**src/rtl/fp_pkg.sv**
```systemverilog
`default_nettype none
// ============================================================================
//  Module      : fp_pkg
//  Description : Shared constants, flag indices and operand classes for the
//                single-precision multiplier post-processing stage.
//  Revision    : 1.0
// ============================================================================
package fp_pkg;

    localparam logic [7:0]  EXP_BIAS     = 8'd127;
    localparam logic [7:0]  EXP_MAX      = 8'd255;
    localparam logic [31:0] QNAN_DEFAULT = 32'h7FC0_0000;
    localparam logic [31:0] POS_INF      = 32'h7F80_0000;

    localparam int FLG_INV  = 3;
    localparam int FLG_OVF  = 2;
    localparam int FLG_UNF  = 1;
    localparam int FLG_ZERO = 0;

    typedef enum logic [1:0] {
        CLS_NORM = 2'd0,
        CLS_ZERO = 2'd1,
        CLS_INF  = 2'd2,
        CLS_NAN  = 2'd3
    } fp_cls_e;

endpackage
`default_nettype wire

```
**src/rtl/fp_mult_post_classify.sv**
```systemverilog
`default_nettype none
// ============================================================================
//  Module      : fp_classify
//  Description : Combinational single-operand classifier (zero/inf/nan/norm),
//                subnormals treated as zero.
//  Revision    : 1.0
// ============================================================================
module fp_classify
    import fp_pkg::*;
(
    input  logic [30:0] mag,
    output fp_cls_e     cls
);

    always_comb begin
        cls = CLS_NORM;
        if (mag[30:23] == 8'd0) begin
            cls = CLS_ZERO;
        end else if (mag[30:23] == EXP_MAX) begin
            cls = (mag[22:0] == 23'd0) ? CLS_INF : CLS_NAN;
        end
    end

endmodule
`default_nettype wire

```
**src/rtl/fp_mult_post.sv**
```systemverilog
`default_nettype none
// ============================================================================
//  Module      : fp_mult_post
//  Description : Two-stage valid/ready post-processor that turns the raw
//                multiplier core output into an IEEE-754 FTZ result + flags.
//  Revision    : 1.0
// ============================================================================
module fp_mult_post
    import fp_pkg::*;
#(
    parameter logic [31:0] QNAN      = QNAN_DEFAULT,
    parameter int          STICKY_EN = 1
) (
    input  logic        clk,
    input  logic        rst,
    input  logic [31:0] op_a,
    input  logic [31:0] op_b,
    input  logic [31:0] raw_prod,
    input  logic        in_valid,
    output logic        in_ready,
    output logic [31:0] result,
    output logic [3:0]  flags,
    output logic        out_valid,
    input  logic        out_ready,
    output logic [3:0]  sticky_flags,
    input  logic        flag_clr
);

    fp_cls_e            w_cls_a, w_cls_b;
    logic               w_adv1, w_adv2;
    logic [7:0]         w_exp_off;
    logic               w_norm;
    logic [9:0]         w_esum;
    logic [9:0]         w_etrue;
    logic               w_unused_sign;

    logic               r_s1_valid;
    logic               r_s1_sign;
    fp_cls_e            r_s1_cls_a, r_s1_cls_b;
    logic signed [9:0]  r_s1_etrue;
    logic [22:0]        r_s1_mant;

    logic               r_s2_valid;
    logic [31:0]        w_res;
    logic [3:0]         w_flg;

    fp_classify u_cls_a (.mag(op_a[30:0]), .cls(w_cls_a));
    fp_classify u_cls_b (.mag(op_b[30:0]), .cls(w_cls_b));

    assign w_adv2   = !r_s2_valid | out_ready;
    assign w_adv1   = !r_s1_valid | w_adv2;
    assign in_ready = w_adv1;
    assign out_valid = r_s2_valid;

    // The core's wrapped exponent differs from (Ea+Eb+129) mod 256 by only 0
    // or 1, so the low bit of the difference (an XOR) is the normalise shift.
    assign w_exp_off = op_a[30:23] + op_b[30:23] + 8'd129;
    assign w_norm    = raw_prod[23] ^ w_exp_off[0];
    assign w_esum    = {2'b00, op_a[30:23]} + {2'b00, op_b[30:23]} - {2'b00, EXP_BIAS};
    assign w_etrue   = w_esum + {9'd0, w_norm};
    assign w_unused_sign = raw_prod[31];

    // ---------------- S1: classify ----------------
    always_ff @(posedge clk) begin
        if (rst) begin
            r_s1_valid <= 1'b0;
        end else if (w_adv1) begin
            r_s1_valid <= in_valid;
        end
    end

    always_ff @(posedge clk) begin
        if (w_adv1 && in_valid) begin
            r_s1_sign  <= op_a[31] ^ op_b[31];
            r_s1_cls_a <= w_cls_a;
            r_s1_cls_b <= w_cls_b;
            r_s1_etrue <= signed'(w_etrue);
            r_s1_mant  <= raw_prod[22:0];
        end
    end

    // ---------------- S2: compose, priority ordered ----------------
    always_comb begin
        w_res = {r_s1_sign, 31'd0};
        w_flg = 4'd0;
        if ((r_s1_cls_a == CLS_NAN) || (r_s1_cls_b == CLS_NAN) ||
            ((r_s1_cls_a == CLS_INF) && (r_s1_cls_b == CLS_ZERO)) ||
            ((r_s1_cls_a == CLS_ZERO) && (r_s1_cls_b == CLS_INF))) begin
            w_res          = QNAN;
            w_flg[FLG_INV] = 1'b1;
        end else if ((r_s1_cls_a == CLS_INF) || (r_s1_cls_b == CLS_INF)) begin
            w_res = {r_s1_sign, POS_INF[30:0]};
        end else if ((r_s1_cls_a == CLS_ZERO) || (r_s1_cls_b == CLS_ZERO)) begin
            w_flg[FLG_ZERO] = 1'b1;
        end else if (r_s1_etrue >= 10'sd255) begin
            w_res          = {r_s1_sign, POS_INF[30:0]};
            w_flg[FLG_OVF] = 1'b1;
        end else if (r_s1_etrue <= 10'sd0) begin
            w_flg[FLG_UNF]  = 1'b1;
            w_flg[FLG_ZERO] = 1'b1;
        end else begin
            w_res = {r_s1_sign, r_s1_etrue[7:0], r_s1_mant};
        end
    end

    always_ff @(posedge clk) begin
        if (rst) begin
            r_s2_valid <= 1'b0;
            result     <= 32'd0;
            flags      <= 4'd0;
        end else if (w_adv2) begin
            r_s2_valid <= r_s1_valid;
            if (r_s1_valid) begin
                result <= w_res;
                flags  <= w_flg;
            end
        end
    end

    // ---------------- sticky status ----------------
    generate
        if (STICKY_EN != 0) begin : g_sticky
            logic [3:0] r_sticky;
            always_ff @(posedge clk) begin
                if (rst || flag_clr) begin
                    r_sticky <= 4'd0;
                end else if (r_s2_valid && out_ready) begin
                    r_sticky <= r_sticky | flags;
                end
            end
            assign sticky_flags = r_sticky;
        end else begin : g_no_sticky
            logic w_unused_clr;
            assign w_unused_clr = flag_clr;
            assign sticky_flags = 4'd0;
        end
    endgenerate

endmodule
`default_nettype wire

```
**config.mk**
```make
export PLATFORM = sky130hd
export DESIGN_NAME = fp_mult_post
export DESIGN_NICKNAME = d
export VERILOG_FILES = /design/src/rtl/fp_pkg.sv /design/src/rtl/fp_mult_post_classify.sv /design/src/rtl/fp_mult_post.sv
export SDC_FILE = /design/constraint.sdc
export NUM_CORES = 1
export LEC_CHECK = 0
export ABC_AREA = 1
export BUFFER_PORTS_ARGS = -buffer_cell sky130_fd_sc_hd__buf_2
export CAP_MARGIN = 20
export CORE_ASPECT_RATIO = 0.75
export CORE_UTILIZATION = 40
export DETAILED_ROUTE_END_ITERATION = 8
export HOLD_SLACK_MARGIN = 0.02
export MAX_ROUTING_LAYER = met4
export PLACE_DENSITY = 0.67
export SETUP_SLACK_MARGIN = 0.1
export SLEW_MARGIN = 20
export SYNTH_ARGS = -nofsm -noshare
export SYNTH_HDL_FRONTEND = slang
export SYNTH_SLANG_ARGS = --single-unit
```
**constraint.sdc**
```tcl
create_clock -name clk -period 2.4 [get_ports clk]
set_input_delay 0.24 -clock clk [delete_from_list [all_inputs] [get_ports clk]]
set_output_delay 0.24 -clock clk [all_outputs]
set_load 0.03 [all_outputs]
```
==> impl_metrics.yaml <==
run_status:
  status: "finished clean"
clock_network:
  post_cts_resized: 0
  clock_latency_ns: 0.32
  hold_buffers: 0
  cts_tree: "yes"
  htreeDepth: 3
  clock_path_buffers: 2
  root_buffer: "clkbuf_16"
  post_cts_buffers: 0
  cts.clk_slew.worst_paths_ns: 0.06
  cts_sinks: 80
  numCtsBuffers: 9
logic_synthesis:
  synthAdderAreaFrac_pct: 5.74
  ys_top_cells_by_area: "edfxtp_1, dfxtp_1, nor2_1, nand2_1, inv_1"
  synth-xor-area-share_pct: 2.05
  yosysSeqAreaShare_pct: 51.7
  post_synth_mux_area_share_pct: 0
  synth-simple-area-share_pct: 24.5
  synth_fp_nets: 574
  synth_top_area_share_pct: 29.7
  syn_area_per_cell_um2: 8.41
  yosys_warnings: 0
  synth_top_family_by_area: "simple AND/OR/NAND/NOR gates"
  yosys.area.top_type: "edfxtp_1"
  syn_area_um2: 3840
  synth.distinct_cells: 31
  synth_compound_area_share_pct: 7.66
  synth_seq_cells: 80
  syn_inst: 456
placement:
  post-place-ws_ns: 0.00222
  dpl_cell_area_um2: 4640
  port_buffers: 134
  gp_congestion: 0.811
  place_inst: 709
  hpwl_um: 6710
sta:
  slew_headroom_pct: 32.3
  setup_viol: 0
  rsz0062_at_grt: "no"
  tightest_slew_ns: 1.01
  setup-tns-final_ns: 0
  fmax_mhz: 504
  fin_ws_ns: 0.416
  drv_slew: 0
  fin_skew_ns: 0.00779
  hold_viol: 0
  period_needed_ns: 1.98
  holdWs_ns: 0.0906
  fin_crit_sh_pct: 82.7
floorplan:
  core-area_um2: 9200
  dieHeight_um: 86.8
  io_pins: 143
  rows: 30
  dieArea_um2: 9990
  fp.dieW_um: 115
  initial_core_util_pct: 41.7
job:
  maxCapViolCount: 0
layout:
  num_antenna_cells: 0
  layout_commonest_cell: "buf_2"
  nNetsFinal: 710
  utilization_pct: 53.6
  layout_common_cells: "buf_2, nor2_1, nand2_1, inv_1, dfxtp_1"
  fill_cells: 881
  fin_area_um2: 4930
  multi_input_comb_area_um2: 1530
  layout.cells.non_filler: 725
  regArea_um2: 1980
  area_growth_pct: 28.6
  drive_gt1_share_pct: 27.3
drt:
  drt_iter0_drc: 219
  wl_per_cell_um: 12.1
  vias: 3392
  via_per_inst: 4.68
  routed_wl_um: 8800
  drtAntennaViolNets: 0
  dr.pass1.iters: 4
  drc: 0
pwr:
  p_sw_uw: 866
  seqPwrFrac_pct: 46.0
  power_frac_comb_pct: 14.6
  swShare_pct: 25.3
  power_mw: 3.41
  leakagePower_nw: 2.35
  p_int_mw: 2.55
  p_clk_share_pct: 39.4
  power_density_nw_per_um2: 692
  ir_drop_uv: 363
critical_path:
  endpoint_kind: "register"
  crit_type: "in -> reg"
  cp_max_fo: 3
  worstPathRequired_ns: 2.47
  arrival_ns: 2.06
  crit_path_start_kind: "input pin"
global_route:
  grt_max_degree: 47
  grt_first_pass_wirelength_um: 14400
  overflow: 0
  grt_use_total_pct: 19.2
  grt_pass1_vias: 3103
  antenna_found_initial: 0
worst_hold_path:
  hold_path_class: "in -> reg"
==> Yosys cell counts <==
master,n
nor2_1,86
nand2_1,73
inv_1,62
dfxtp_1,42
a21oi_1,40
edfxtp_1,38
nand4_1,29
nand3_1,18
ha_1,16
o21ai_0,8
buf_2,7
clkbuf_1,6
xor2_1,6
xnor2_1,3
a21o_1,2
buf_6,2
nor2_2,2
nor3_1,2
nor4_1,2
a21oi_2,1
a31oi_1,1
buf_1,1
fa_1,1
inv_2,1
nand2_2,1
nor3_4,1
o21bai_1,1
o31ai_1,1
o41ai_1,1
or2_2,1
or2_4,1
==> per-layer routing <==
layer / share of wire, % / up-vias / track usage [%] / routed length, µm
li1: - / 1767 / - / -
met1: 49 / 1504 / 24.4 / 4300
met2: 46 / 109 / 32.1 / 4080
met3: 3.9 / 12 / 3.50 / 342
met4: 0.86 / 0 / 4.37 / 76
met5: 0 / - / - / 0
==> cell families after synthesis <==
kind of cell,Yosys count
simple gates,216
flops,80
buf+inv,79
compound gates,55
fa+ha+maj,17
xor+xnor,9
==> registers in the layout, summed over array words and instances (netlist names) <==
signal        cells
r_s1_sign         1
r_s1_cls_b        2
r_s1_mant        23
r_s1_valid        1
r_s1_etrue       10
result           32
sticky_flags      4
flags             4
out_valid         1
r_s1_cls_a        2
==> power groups by stage <==
stage	Clock (mW)	Sequential, mW	Combinational (mW)
global placement	0	1.60	0.487
floorplan	0	1.62	0.281
finish	1.34	1.57	0.500
CTS	1.37	1.57	0.503
global route	1.43	1.58	0.568
detailed placement	0	1.60	0.500
==> worst paths after layout <==
path	startpoint	to	slack [ns]	depth (start not counted)
min reg2reg	sticky_flags[0]$_SDFFE_PP0P_	sticky_flags[0]$_SDFFE_PP0P_	0.45	2
min	raw_prod[18]	r_s1_mant[18]$_DFFE_PP_	0.09	1
max reg2reg	r_s1_etrue[0]$_DFFE_PP_	result[26]$_SDFFE_PP0P_	0.51	8
max	op_b[23]	r_s1_etrue[8]$_DFFE_PP_	0.42	12
==> final cells by class <==
cell class	count	share of cell area [%]
multi-input combinational	297	31.1
timing repair buffer	141	14.7
inverter	63	4.79
clock buffer	11	4.92
clock inverter	5	1.12
sequential	80	40.2
tap	128	3.25
==> worst max-delay path: stages <==
cell and delay, ns:
buf_2 0.11, xnor2_1 0.18, xnor2_1 0.14, ha_1 0.24
inv_1 0.06, ha_1 0.15, inv_1 0.05, fa_1 0.41
o21ai_1 0.19, nand4_1 0.12, nand3_1 0.11, nand2_1 0.05
Note: power is estimated with default switching activity, not from simulation.
